## src/rtl/dino_pkg.sv

```systemverilog
// Shared types and default physics constants for the dinosaur jump blocks.
package dino_pkg;

  typedef enum logic [1:0] {
    GROUND = 2'd0,
    RISE   = 2'd1,
    FALL   = 2'd2
  } jump_state_t;

  localparam int DEF_HEIGHT_W = 8;
  localparam int DEF_VEL_W    = 6;
  localparam int DEF_JUMP_VEL = 5;
  localparam int DEF_GRAVITY  = 1;
  localparam int DEF_MAX_FALL = 15;

endpackage

```

## src/rtl/dino_edge_detect.sv

```systemverilog
// Rising-edge detector for an already-synchronised button level.
module dino_edge_detect (
  input  logic CLK,
  input  logic RST,
  input  logic level,
  output logic rise
);

  logic level_q;

  always_ff @(posedge CLK) begin
    if (RST) level_q <= 1'b0;
    else     level_q <= level;
  end

  assign rise = level & ~level_q;

endmodule

```

## src/rtl/jump_physics.sv

```systemverilog
// Tick-driven jump/fall physics for the dinosaur sprite.
// Optional double jump: define JUMP_PHYSICS_DOUBLE_JUMP_EN.
module jump_physics
  import dino_pkg::*;
#(
  parameter int HEIGHT_W = DEF_HEIGHT_W,
  parameter int VEL_W    = DEF_VEL_W,
  parameter int JUMP_VEL = DEF_JUMP_VEL,
  parameter int GRAVITY  = DEF_GRAVITY,
  parameter int MAX_FALL = DEF_MAX_FALL
) (
  input  logic                CLK,
  input  logic                RST,
  input  logic                tick,
  input  logic                button_jump,
  input  logic                game_status,
  output logic [HEIGHT_W-1:0] dinosaur_height,
  output logic                airborne,
  output logic                landed
);

  if (JUMP_VEL >= (1 << VEL_W) || MAX_FALL >= (1 << VEL_W) || GRAVITY == 0) begin : g_param_check
    $error("jump_physics: illegal JUMP_VEL/MAX_FALL/GRAVITY for VEL_W");
  end

  localparam int SW = ((HEIGHT_W > VEL_W) ? HEIGHT_W : VEL_W) + 1;
  localparam logic [SW-1:0]    HMAX = {{(SW-HEIGHT_W){1'b0}}, {HEIGHT_W{1'b1}}};
  localparam logic [VEL_W-1:0] JV   = VEL_W'(JUMP_VEL);
  localparam logic [VEL_W-1:0] GV   = VEL_W'(GRAVITY);
  localparam logic [VEL_W-1:0] MF   = VEL_W'(MAX_FALL);

  jump_state_t         state_q, state_d;
  logic [HEIGHT_W-1:0] height_q, height_d;
  logic [VEL_W-1:0]    vel_q, vel_d;
  logic [VEL_W-1:0]    fall_q, fall_d;
  logic                req_q, req_d;
  logic                landed_q, landed_d;
`ifdef JUMP_PHYSICS_DOUBLE_JUMP_EN
  logic                dbl_q, dbl_d;
`endif

  logic                press;
  logic                go;
  logic [SW-1:0]       h_ext, rise_sum;
  logic [VEL_W:0]      f_sum;
  logic [VEL_W-1:0]    f_new;

  dino_edge_detect u_btn_edge (
    .CLK  (CLK),
    .RST  (RST),
    .level(button_jump),
    .rise (press)
  );

  function automatic logic [HEIGHT_W-1:0] sat_h(input logic [SW-1:0] v);
    return (v > HMAX) ? HMAX[HEIGHT_W-1:0] : v[HEIGHT_W-1:0];
  endfunction

  always_ff @(posedge CLK) begin
    if (RST) begin
      state_q  <= GROUND;
      height_q <= '0;
      vel_q    <= '0;
      fall_q   <= '0;
      req_q    <= 1'b0;
      landed_q <= 1'b0;
`ifdef JUMP_PHYSICS_DOUBLE_JUMP_EN
      dbl_q    <= 1'b0;
`endif
    end else begin
      state_q  <= state_d;
      height_q <= height_d;
      vel_q    <= vel_d;
      fall_q   <= fall_d;
      req_q    <= req_d;
      landed_q <= landed_d;
`ifdef JUMP_PHYSICS_DOUBLE_JUMP_EN
      dbl_q    <= dbl_d;
`endif
    end
  end

  always_comb begin
    state_d  = state_q;
    height_d = height_q;
    vel_d    = vel_q;
    fall_d   = fall_q;
    req_d    = req_q;
    landed_d = 1'b0;
`ifdef JUMP_PHYSICS_DOUBLE_JUMP_EN
    dbl_d    = dbl_q;
`endif
    // A press landing on the same cycle as a tick is consumed by that tick.
    go       = req_q | press;
    h_ext    = SW'(height_q);
    rise_sum = h_ext + SW'(vel_q);
    f_sum    = {1'b0, fall_q} + {1'b0, GV};
    f_new    = (f_sum > {1'b0, MF}) ? MF : f_sum[VEL_W-1:0];

    if (game_status) begin
      if (tick) begin
        req_d = 1'b0;
        unique case (state_q)
          GROUND: if (go) begin
            height_d = sat_h(SW'(JV));
            vel_d    = (JV > GV) ? JV - GV : '0;
            state_d  = RISE;
          end
          RISE: begin
            height_d = sat_h(rise_sum);
            vel_d    = (vel_q > GV) ? vel_q - GV : '0;
            if (vel_q <= GV) begin
              state_d = FALL;
              fall_d  = '0;
            end
          end
          FALL: begin
            fall_d = f_new;
            if (h_ext <= SW'(f_new)) begin
              height_d = '0;
              state_d  = GROUND;
              landed_d = 1'b1;
`ifdef JUMP_PHYSICS_DOUBLE_JUMP_EN
              dbl_d    = 1'b0;
`endif
            end else begin
              height_d = height_q - HEIGHT_W'(f_new);
            end
          end
          default: state_d = GROUND;
        endcase
`ifdef JUMP_PHYSICS_DOUBLE_JUMP_EN
        // Mid-air relaunch behaves like a rise step taken with vel = JUMP_VEL.
        if (state_q != GROUND && go && !dbl_q) begin
          height_d = sat_h(h_ext + SW'(JV));
          vel_d    = (JV > GV) ? JV - GV : '0;
          fall_d   = '0;
          state_d  = RISE;
          landed_d = 1'b0;
          dbl_d    = 1'b1;
        end
`endif
      end else if (press) begin
        req_d = 1'b1;
      end
    end
  end

  assign dinosaur_height = height_q;
  assign airborne        = (state_q != GROUND);
  assign landed          = landed_q;

endmodule
```

## config.mk

```make
export PLATFORM = sky130hd
export DESIGN_NAME = jump_physics
export DESIGN_NICKNAME = d
export VERILOG_FILES = /design/src/rtl/dino_pkg.sv /design/src/rtl/dino_edge_detect.sv /design/src/rtl/jump_physics.sv
export SDC_FILE = /design/constraint.sdc
export NUM_CORES = 1
export LEC_CHECK = 0
export ABC_AREA = 1
export BUFFER_PORTS_ARGS = -buffer_cell sky130_fd_sc_hd__buf_2
export CORE_ASPECT_RATIO = 1.4
export CORE_MARGIN = 2
export CORE_UTILIZATION = 30
export DETAILED_ROUTE_END_ITERATION = 12
export GPL_TIMING_DRIVEN = 0
export PLACE_DENSITY = 0.49
export SLEW_MARGIN = 10
export SYNTH_ARGS = -nofsm -noshare
export SYNTH_HDL_FRONTEND = slang
export SYNTH_SLANG_ARGS = --single-unit
```

## constraint.sdc

```tcl
create_clock -name CLK -period 3 [get_ports CLK]
set_input_delay 0.15 -clock CLK [delete_from_list [all_inputs] [get_ports CLK]]
set_output_delay 0.15 -clock CLK [all_outputs]
set_load 0.01 [all_outputs]
```

==> results of run 1 <==
-- path summary, 6_finish.rpt --
path | to | slack (ns) | depth (start not counted)
max | dinosaur_height[4]$_SDFFE_PP0P_ | 0.34 | 19
min | u_btn_edge.level_q$_SDFF_PP0_ | 0.09 | 3
min reg2reg | fall_q[5]$_SDFFE_PP0P_ | 0.48 | 2
max reg2reg | dinosaur_height[4]$_SDFFE_PP0P_ | 0.34 | 19
-- metrics by stage --
step	power, mW	hold slack [ns]	area, um2
floorplan	0.4753	0.2191	1931
global placement	0.5129	0.3682	2091
detailed placement	0.5138	0.3779	2091
CTS	0.7278	0.08531	2140
global route	0.7660	0.1041	2143
finish	0.7105	0.08838	2143
-- synthesized netlist by cell type (3+ instances only) --
library cell / n
nand2_1: 65
inv_1: 45
a21oi_1: 28
nor2_1: 26
dfxtp_1: 25
ha_1: 18
o21ai_0: 15
nand3_1: 13
nand2_2: 7
nor3_1: 6
o21ai_1: 6
xor2_1: 6
a21oi_2: 4
nand4_1: 4
nand2_4: 3
nor2_2: 3
-- repair_timing --
| action | in CTS | in global routing |
|---|---|---|
| gates resized for setup | 0 | 2 |
| hold endpoints to repair | 0 | 0 |
| setup endpoints to repair | 0 | 8 |
-- routing by layer --
| metal | routed length (um) | track usage, % | share of wire [%] |
|---|---|---|---|
| met2 | 2308 | 24.50 | 52 |
| met1 | 1999 | 16.98 | 45 |
| met3 | 85 | 1.636 | 1.9 |
| met4 | 62 | 3.919 | 1.4 |
| met5 | 0 | 0 | 0 |
-- cell type report --
class	instances	share of cell area, %
Tap cell	72	4.203
Clock inverter	1	0.3503
Inverter	47	8.231
Buffer	1	0.1751
Timing Repair Buffer	14	3.269
Clock buffer	3	1.926
Multi-Input combinational cell	219	58.32
Sequential cell	25	23.53
-- cells in the final DEF (no fill, tap or decap), drive strengths merged, types with 3 or more instances in the layout --
cell type	instances
a21oi	32
buf	15
clkbuf	3
dfxtp	25
ha	18
inv	47
nand2	75
nand3	15
nand4	5
nor2	29
nor3	6
o21ai	21
xor2	6
-- flip-flops by register name, indices dropped and copies added (netlist names) --
signal	flops
fall_q	6
u_btn_edge.level_q	1
state_q	2
dinosaur_height	8
landed	1
req_q	1
vel_q	6
-- critical path, delay by kind of cell (launching register included) --
family / cells / cell delay, ns
AO/OA/AOI/OAI: 2 / 0.24
adder cells (fa/ha/maj): 2 / 0.62
buffers and inverters: 2 / 0.13
flip-flops: 1 / 0.40
AND/OR/NAND/NOR: 13 / 1.21
-- power by group --
| part | internal [mW] | switching [mW] | leakage [nW] |
|---|---|---|---|
| combinational | 0.0529 | 0.0930 | 0.792 |
| sequential | 0.343 | 0.0125 | 0.204 |
| clock | 0.0941 | 0.114 | 0.0217 |
| total | 0.491 | 0.220 | 1.02 |
-- cell families after synthesis --
kind of cell / share of synthesized area, %
and+or+nand+nor: 31.36
xor gates and xnor gates: 3.637
buffers and inverters: 9.351
other: 0.1946
adders and majority gates: 12.73
AOI/OAI and AO/OA: 16.75
DFF: 25.97
==> impl_metrics.py, run 1 <==
metrics = {
    "timing": {
        "maxSlewViolCount": 0,
        "finalCritPeriodShare_pct": 88.71,
        "final-setup-viol-count": 0,
        "fmax_ghz": 0.3757,
        "timing_worst_slew_pin_value_ns": 0.5944,
        "skew_ns": 0.005162,
        "final_hold_violating_endpoints": 0,
        "rsz0062_at_grt": "false",
        "post-route-worst-setup-slack_ns": 0.3386,
        "max-slew-margin-rel_pct": 60.37,
        "tns_ns": 0,
        "period_needed_ns": 2.661,
    },
    "finish": {
        "synthToLayoutAreaGrowth_pct": 11.23,
        "finalCoreUtilization_pct": 34.51,
        "seqCellArea_um2": 504.2,
        "post_layout_nonfiller_instances": 382,
        "drive_gt1_share_pct": 13.55,
        "fin_nets": 335,
        "num-fill-cells": 674,
        "multiInputGateArea_um2": 1250,
        "n_antenna_cell": 0,
    },
    "cts": {
        "max-clock-path-buffers": 2,
        "worstSkewPairLatency_ns": 0.27,
        "post_cts_hold_fix_bufs": 0,
        "tritoncts.num_buffers": 3,
        "cts_setup_buffers": 0,
        "clock_sinks": 25,
        "cts_root_buffer": "clkbuf_8",
        "clock_tree_from_tritoncts": "built",
        "cts_htree_levels": 1,
        "clk_pin_slew_worst_paths_ns": 0.10,
    },
    "synth": {
        "number_of_synthesized_flops_with_an_enable_pin": 0,
        "synth.cell_area_um2": 1927,
        "synth.yosys.warnings": 0,
        "yosys-top-cells-area": "dfxtp_1 (26%), nand2_1 (13%), ha_1 (12%)",
        "synthDominantCellAreaShare_pct": 25.97,
        "postSynthCellCount": 291,
        "yosys_most_used_dff": "dfxtp_1",
        "avgSynthCellArea_um2": 6.621,
        "seq_area_frac_synth_pct": 25.97,
        "synth_top_area_cell": "dfxtp_1",
        "ys_types": 28,
        "ys_seq_elements": 25,
        "synthArstFlopShare_pct": 0,
    },
    "grt": {
        "grt_start_max_net_pins": 16,
        "grt_pass1_wl_mm": 7.941,
        "globalRoute.totalOverflow": 0,
        "first_global_vias": 1758,
        "antenna_found_initial": 0,
        "grt_use_total_pct": 13.70,
    },
    "critical_path": {
        "worstSetupPathType": "flop to flop",
        "worstPathCellList": "inv_1 -> ha_1 -> nor2_1 -> nand2_1 -> nor2_2 -> nand2_2 -> nand3_1 -> nor2_1 -> ha_1 -> inv_1 -> nor2_2 -> nand2_2 -> nand2_4 -> nand2_4 -> nand2_4 -> nand3_4 -> nor2_1 -> o21ai_1 -> a21oi_1",
        "critPathCaptureType": "flop",
        "cpMaxStageDelayCell": "dfxtp_4",
        "worstPathArrival_ns": 2.86,
        "start_kind": "flop",
        "crit_path_max_fanout": 8,
        "timing.rr.start": "fall_q[0]$_SDFFE_PP0P_",
        "timing.critical_path.slowest_cell_delay_ns": 0.40,
        "critPathLaunch": "fall_q[0]$_SDFFE_PP0P_",
        "worstPathRequired_ns": 3.20,
    },
    "routing": {
        "detailedRoute.firstIterationViolations": 58,
        "via_count_of_the_routed_design": 1800,
        "detail_route.first_pass.iterations": 4,
        "detail-route-antenna-nets": 0,
        "via_to_cell_ratio": 4.712,
        "post-route-drc-count": 0,
        "detail_route.wl_per_cell_um": 11.66,
        "wirelength_mm": 4.455,
    },
    "floorplanning": {
        "die_area_um2": 7089,
        "chipWidth_um": 71.73,
        "io_pins": 15,
        "floorplan.initialDensity_pct": 31.02,
        "design.core.area_um2": 6211,
        "die-height_um": 98.83,
        "placement_rows": 34,
    },
    "job": {
        "max_cap_violations": 0,
    },
    "placement": {
        "place_congestion": 0.8046,
        "place_worst_setup_slack_ns": 0.2516,
        "dpl.hpwl_mm": 3.699,
        "placed_cells_incl_taps": 378,
        "port-buffer-count": 14,
    },
    "power_and_ir_drop": {
        "p_per_area_nw_per_um2": 331.5,
        "worst_ir_drop_vdd_mv": 0.1771,
        "leakagePower_nw": 1.018,
    },
    "hold_path": {
        "hold_path_startpoint": "button_jump",
        "hold_path.class": "input port to flop",
    },
    "status": {
        "run_status": "finished, final reports clean",
    },
}
No activity file was read; power rests on OpenSTA's default activity.
==> run 2: changes to the inputs <==
--- a/config.mk
+++ b/config.mk
@@ -10,10 +10,10 @@
 export CORE_ASPECT_RATIO = 1.4
 export CORE_MARGIN = 2
 export CORE_UTILIZATION = 30
+export CTS_BUF_LIST = sky130_fd_sc_hd__clkbuf_16
 export DETAILED_ROUTE_END_ITERATION = 12
 export GPL_TIMING_DRIVEN = 0
 export PLACE_DENSITY = 0.49
-export SLEW_MARGIN = 10
 export SYNTH_ARGS = -nofsm -noshare
 export SYNTH_HDL_FRONTEND = slang
 export SYNTH_SLANG_ARGS = --single-unit
==> run 2 against run 1 <==
Clock skew shrank 0.0028 ns; first-iteration DRC count shrank 10%; power grew 14%; flip-flop and latch count did not move; non-clock buffer count unchanged; sequential power about the same; critical endpoint unchanged.
==> impl_metrics.py, run 2 (synthesis gave the netlist of run 1 again) <==
metrics = {
    "status": {
        "run_status": "finished, final reports clean",
    },
    "timing": {
        "final_hold_violating_endpoints": 0,
        "timing_worst_slew_pin_value_ns": 0.5785,
        "maxSlewViolCount": 0,
        "fmax_ghz": 0.3774,
        "skew_ns": 0.002314,
        "max-slew-margin-rel_pct": 61.44,
        "tns_ns": 0,
        "post-route-worst-setup-slack_ns": 0.3504,
        "period_needed_ns": 2.650,
        "finalCritPeriodShare_pct": 88.32,
        "final-setup-viol-count": 0,
        "rsz0062_at_grt": "false",
    },
    "hold_path": {
        "worst_hold_path.endpoint": "u_btn_edge.level_q$_SDFF_PP0_",
        "hold_path_startpoint": "button_jump",
        "min_path_cells": 3,
        "hold_path.class": "input port to flop",
    },
    "finish": {
        "n_antenna_cell": 0,
        "fin_nets": 335,
        "drive_gt1_share_pct": 13.55,
        "most-common-layout-cells": "nand2_1 (65), inv_1 (45), a21oi_1 (28), nor2_1 (26), dfxtp_1 (24)",
        "synthToLayoutAreaGrowth_pct": 12.99,
        "final_common_cell": "nand2_1",
        "largest_register_ff_count": 8,
    },
    "floorplanning": {
        "io_pins": 15,
        "die-height_um": 98.83,
        "die_area_um2": 7089,
        "placement_rows": 34,
        "floorplan.initialDensity_pct": 31.02,
        "chipWidth_um": 71.73,
        "design.core.area_um2": 6211,
    },
    "job": {
        "max_cap_violations": 0,
    },
    "cts": {
        "max-clock-path-buffers": 2,
        "post_cts_hold_fix_bufs": 0,
        "worstSkewPairLatency_ns": 0.26,
        "cts_root_buffer": "clkbuf_16",
        "clock_sinks": 25,
        "tritoncts.num_buffers": 3,
        "clk_pin_slew_worst_paths_ns": 0.07,
        "clock_tree_from_tritoncts": "built",
        "cts_htree_levels": 1,
    },
    "power_and_ir_drop": {
        "worst_ir_drop_vdd_mv": 0.1644,
        "leakagePower_nw": 1.033,
        "p_per_area_nw_per_um2": 371.8,
    },
    "placement": {
        "place_congestion": 0.8046,
        "place_worst_setup_slack_ns": 0.2516,
        "port-buffer-count": 14,
        "dpl.hpwl_mm": 3.699,
    },
    "critical_path": {
        "crit_path_max_fanout": 8,
        "reg2reg_setup_slack_ns": 0.35,
        "worstPathArrival_ns": 2.84,
        "worstPathRequired_ns": 3.19,
        "worstSetupPathType": "flop to flop",
        "timing.rr.start": "fall_q[0]$_SDFFE_PP0P_",
        "critPathCaptureType": "flop",
        "reg2reg_path_depth": 19,
        "start_kind": "flop",
        "r2r_end": "dinosaur_height[4]$_SDFFE_PP0P_",
    },
    "grt": {
        "globalRoute.totalOverflow": 0,
        "grt_pass1_wl_mm": 7.969,
        "first_global_vias": 1756,
        "antenna_found_initial": 0,
        "grt_start_max_net_pins": 16,
        "grt_use_total_pct": 13.87,
    },
    "routing": {
        "detailedRoute.firstIterationViolations": 52,
        "via_to_cell_ratio": 4.712,
        "detail_route.wl_per_cell_um": 11.66,
        "detail-route-antenna-nets": 0,
        "via_count_of_the_routed_design": 1800,
        "detail_route.first_pass.iterations": 4,
        "wirelength_mm": 4.453,
        "post-route-drc-count": 0,
    },
}
-- run 2: cell types whose count changed in the layout (fill, tap and decap cells not counted) --
cell / before / now
clkbuf_16: 0 / 3
clkbuf_8: 3 / 0
-- run 2: report_power, final --
part           switching, mW  internal, mW  leakage (nW)
logic                 0.0929        0.0529         0.792
clock network          0.126         0.181        0.0371
registers             0.0124         0.344         0.204
-- run 2: cell type report --
| class | count | area [um2] |
|---|---|---|
| Fill cell | 670 | 4034 |
| Multi-Input combinational cell | 219 | 1250 |
| Sequential cell | 25 | 504.2 |
| Inverter | 47 | 176.4 |
| Tap cell | 72 | 90.09 |
| Clock buffer | 3 | 75.07 |
| Timing Repair Buffer | 14 | 70.07 |
| Clock inverter | 1 | 7.507 |
| Buffer | 1 | 3.754 |
-- run 2: worst max-delay path: stages (launching register included) --
cell and delay [ns]:
dfxtp_4 0.39, inv_1 0.05, ha_1 0.31, nor2_1 0.10, nand2_1 0.07, nor2_2 0.11
nand2_2 0.09, nand3_1 0.11, nor2_1 0.07, ha_1 0.31, inv_1 0.08, nor2_2 0.13
nand2_2 0.08, nand2_4 0.07, nand2_4 0.06, nand2_4 0.07, nand3_4 0.12, nor2_1 0.13
o21ai_1 0.09, a21oi_1 0.15
-- run 2: routing by layer --
metal / share of wire, % / wire length [um] / track usage [%] / vias up
met5: 0 / 0 / 0 / -
met2: 51 / 2288 / 24.50 / 16
met3: 2.0 / 91 / 1.943 / 6
met4: 1.7 / 75 / 4.790 / 0
met1: 45 / 1998 / 16.92 / 800
li1: - / - / - / 978
-- run 2: per-stage QoR --
step / instance area (um2) / total power, mW / utilization [%] / std cells / hold WS [ns]
finish: 2177 / 0.8094 / 35.05 / 382 / 0.09928
global route: 2177 / 0.8642 / 35.05 / 382 / 0.1248
CTS: 2173 / 0.8278 / 34.99 / 382 / 0.09969
detailed placement: 2091 / 0.5138 / 33.66 / 378 / 0.3779
global placement: 2091 / 0.5129 / 33.66 / 378 / 0.3682
floorplan: 1931 / 0.4753 / - / 292 / 0.2191
-- run 2: worst max path at each step --
stage	from	to	slack (ns)	cells after the start
final	fall_q[0]$_SDFFE_PP0P_	dinosaur_height[4]$_SDFFE_PP0P_	0.35	19
after global routing	fall_q[0]$_SDFFE_PP0P_	dinosaur_height[4]$_SDFFE_PP0P_	0.02	19
after CTS	fall_q[0]$_SDFFE_PP0P_	dinosaur_height[4]$_SDFFE_PP0P_	0.21	19
after detailed placement	fall_q[0]$_SDFFE_PP0P_	dinosaur_height[4]$_SDFFE_PP0P_	0.25	19
after global placement	fall_q[0]$_SDFFE_PP0P_	dinosaur_height[4]$_SDFFE_PP0P_	0.27	19
after floorplan	fall_q[0]$_SDFFE_PP0P_	dinosaur_height[6]$_SDFFE_PP0P_	0.57	19
-- run 2: repair_timing --
action | 4_1_cts | 5_1_grt
setup endpoints to repair | 0 | 8
resized for setup | 0 | 2
buffers inserted | 0 | 0
==> run 3: changes to the inputs <==
--- a/config.mk
+++ b/config.mk
@@ -14,6 +14,7 @@
 export DETAILED_ROUTE_END_ITERATION = 12
 export GPL_TIMING_DRIVEN = 0
 export PLACE_DENSITY = 0.49
+export RECOVER_POWER = 25
 export SYNTH_ARGS = -nofsm -noshare
 export SYNTH_HDL_FRONTEND = slang
 export SYNTH_SLANG_ARGS = --single-unit
==> run 3 against run 2 <==
Flip-flop and latch count unchanged; global-route usage unchanged; sequential share of layout area up 0.080 points; setup slack worse by 0.0023 ns; first-iteration DRC count down 25%; hold slack about the same.
==> impl_metrics.py, run 3 (synthesis gave the netlist of run 1 again) <==
metrics = {
    "cts": {
        "worstSkewPairLatency_ns": 0.26,
        "tritoncts.num_buffers": 3,
        "cts_root_buffer": "clkbuf_16",
        "clock_tree_from_tritoncts": "built",
        "cts_htree_levels": 1,
        "clk_pin_slew_worst_paths_ns": 0.07,
        "max-clock-path-buffers": 2,
        "clock_sinks": 25,
    },
    "critical_path": {
        "timing.critical_path.slowest_cell_delay_ns": 0.39,
        "cpMaxStageDelayCell": "dfxtp_4",
        "critPathCaptureType": "flop",
        "start_kind": "flop",
        "worstPathArrival_ns": 2.84,
        "worst_path_dominant_cell_family": "simple AND/OR/NAND/NOR gates",
        "cp_num_buf_inv": 2,
        "worstPathRequired_ns": 3.19,
        "worstPathCellList": "inv_1 -> ha_1 -> nor2_1 -> nand2_1 -> nor2_2 -> nand2_2 -> nand3_1 -> nor2_1 -> ha_1 -> inv_1 -> nor2_2 -> nand2_2 -> nand2_4 -> nand2_4 -> nand2_4 -> nand3_4 -> nor2_1 -> o21ai_1 -> a21oi_1",
        "worstSetupPathType": "flop to flop",
        "crit_path_max_fanout": 8,
    },
    "finish": {
        "largest_register_ff_count": 8,
        "n_antenna_cell": 0,
        "fin_nets": 335,
        "most-common-layout-cells": "nand2_1 (65), inv_1 (45), a21oi_1 (28), nor2_1 (26), dfxtp_1 (24)",
        "synthToLayoutAreaGrowth_pct": 12.60,
        "finalCoreUtilization_pct": 34.93,
        "drive_gt1_share_pct": 11.61,
        "final_common_cell": "nand2_1",
    },
    "floorplanning": {
        "placement_rows": 34,
        "io_pins": 15,
        "design.core.area_um2": 6211,
        "floorplan.initialDensity_pct": 31.02,
        "die-height_um": 98.83,
        "die_area_um2": 7089,
        "chipWidth_um": 71.73,
    },
    "placement": {
        "place_congestion": 0.8046,
        "dpl.hpwl_mm": 3.699,
        "port-buffer-count": 14,
    },
    "power_and_ir_drop": {
        "p_per_area_nw_per_um2": 373.2,
        "leakagePower_nw": 1.007,
        "power.total_uw": 809.8,
        "worst_ir_drop_vdd_mv": 0.1643,
    },
    "routing": {
        "met2WireLength_mm": 2.268,
        "detail_route.first_pass.iterations": 4,
        "detailedRoute.firstIterationViolations": 39,
        "via_count_of_the_routed_design": 1798,
        "dr_wl_met3_um": 93,
        "detail_route.wl_per_cell_um": 11.69,
        "detail-route-antenna-nets": 0,
        "wirelength_mm": 4.464,
        "post-route-drc-count": 0,
        "wl_met1_mm": 2.026,
        "topRoutingLayerUsed": "met4",
        "via_to_cell_ratio": 4.707,
    },
    "status": {
        "run_status": "finished, final reports clean",
    },
    "timing": {
        "final-setup-viol-count": 0,
        "tns_ns": 0,
        "rsz0062_at_grt": "false",
        "skew_ns": 0.002324,
        "holdWs_ns": 0.09895,
        "maxSlewViolCount": 0,
        "finalCritPeriodShare_pct": 88.40,
        "fmax_ghz": 0.3771,
        "final_hold_violating_endpoints": 0,
        "period_needed_ns": 2.652,
        "timing_worst_slew_pin_value_ns": 0.6124,
        "max-slew-margin-rel_pct": 59.17,
    },
    "hold_path": {
        "hold_path.class": "input port to flop",
    },
    "job": {
        "max_cap_violations": 0,
    },
    "grt": {
        "grt_pass1_wl_mm": 7.969,
        "grt_start_max_net_pins": 16,
        "first_global_vias": 1756,
        "antenna_found_initial": 0,
        "globalRoute.totalOverflow": 0,
        "grt_use_total_pct": 13.87,
    },
}
run 3: metrics by stage:
| step | instances | worst slack [ns] | area [um2] |
|---|---|---|---|
| after floorplan | 292 | 0.5657 | 1931 |
| after global placement | 378 | 0.2651 | 2091 |
| after detailed placement | 378 | 0.2516 | 2091 |
| after CTS | 382 | 0.2094 | 2173 |
| after global routing | 382 | 0.02391 | 2170 |
| final | 382 | 0.3480 | 2170 |
run 3: tightest hold or removal path, cell delays in order:
cell and delay, ns:
buf_2 0.07, inv_1 0.04, nor2_1 0.07
run 3: cell type report:
| type | instances | area, um2 |
|---|---|---|
| repair buffers | 14 | 62.56 |
| multi-input cells | 219 | 1250 |
| plain buffers | 1 | 3.754 |
| well taps | 72 | 90.09 |
| clock buffers | 3 | 75.07 |
| flip-flops and latches | 25 | 504.2 |
| inverters | 47 | 176.4 |
| fillers | 670 | 4041 |
| clock inverters | 1 | 7.507 |
run 3: power by group:
part	switching, mW	internal [mW]	total (mW)	leakage, nW
clock	0.127	0.181	0.308	0.0371
sequential	0.0125	0.344	0.356	0.204
combinational	0.0931	0.0526	0.146	0.766
total	0.232	0.578	0.810	1.01
run 3: per-layer routing:
layer  vias up  global-route usage (%)
li1        978                       -
met1       798                   16.92
met2        16                   24.50
met3         6                   1.943
met4         0                   4.790
met5         -                       0
run 3: final timing paths:
check                                             from                         endpoint  slack (ns)  depth (start not counted)
worst min register to register  fall_q[5]$_SDFFE_PP0P_           fall_q[5]$_SDFFE_PP0P_        0.47                          2
worst min-delay path                       button_jump    u_btn_edge.level_q$_SDFF_PP0_         0.1                          3
worst max-delay path            fall_q[0]$_SDFFE_PP0P_  dinosaur_height[4]$_SDFFE_PP0P_        0.35                         19
worst max register to register  fall_q[0]$_SDFFE_PP0P_  dinosaur_height[4]$_SDFFE_PP0P_        0.35                         19
run 3: what timing repair did:
action | 4_1_cts | 5_1_grt
hold buffers | 0 | 0
setup endpoints to repair | 0 | 8
setup buffers | 0 | 0
gates resized for setup | 0 | 2
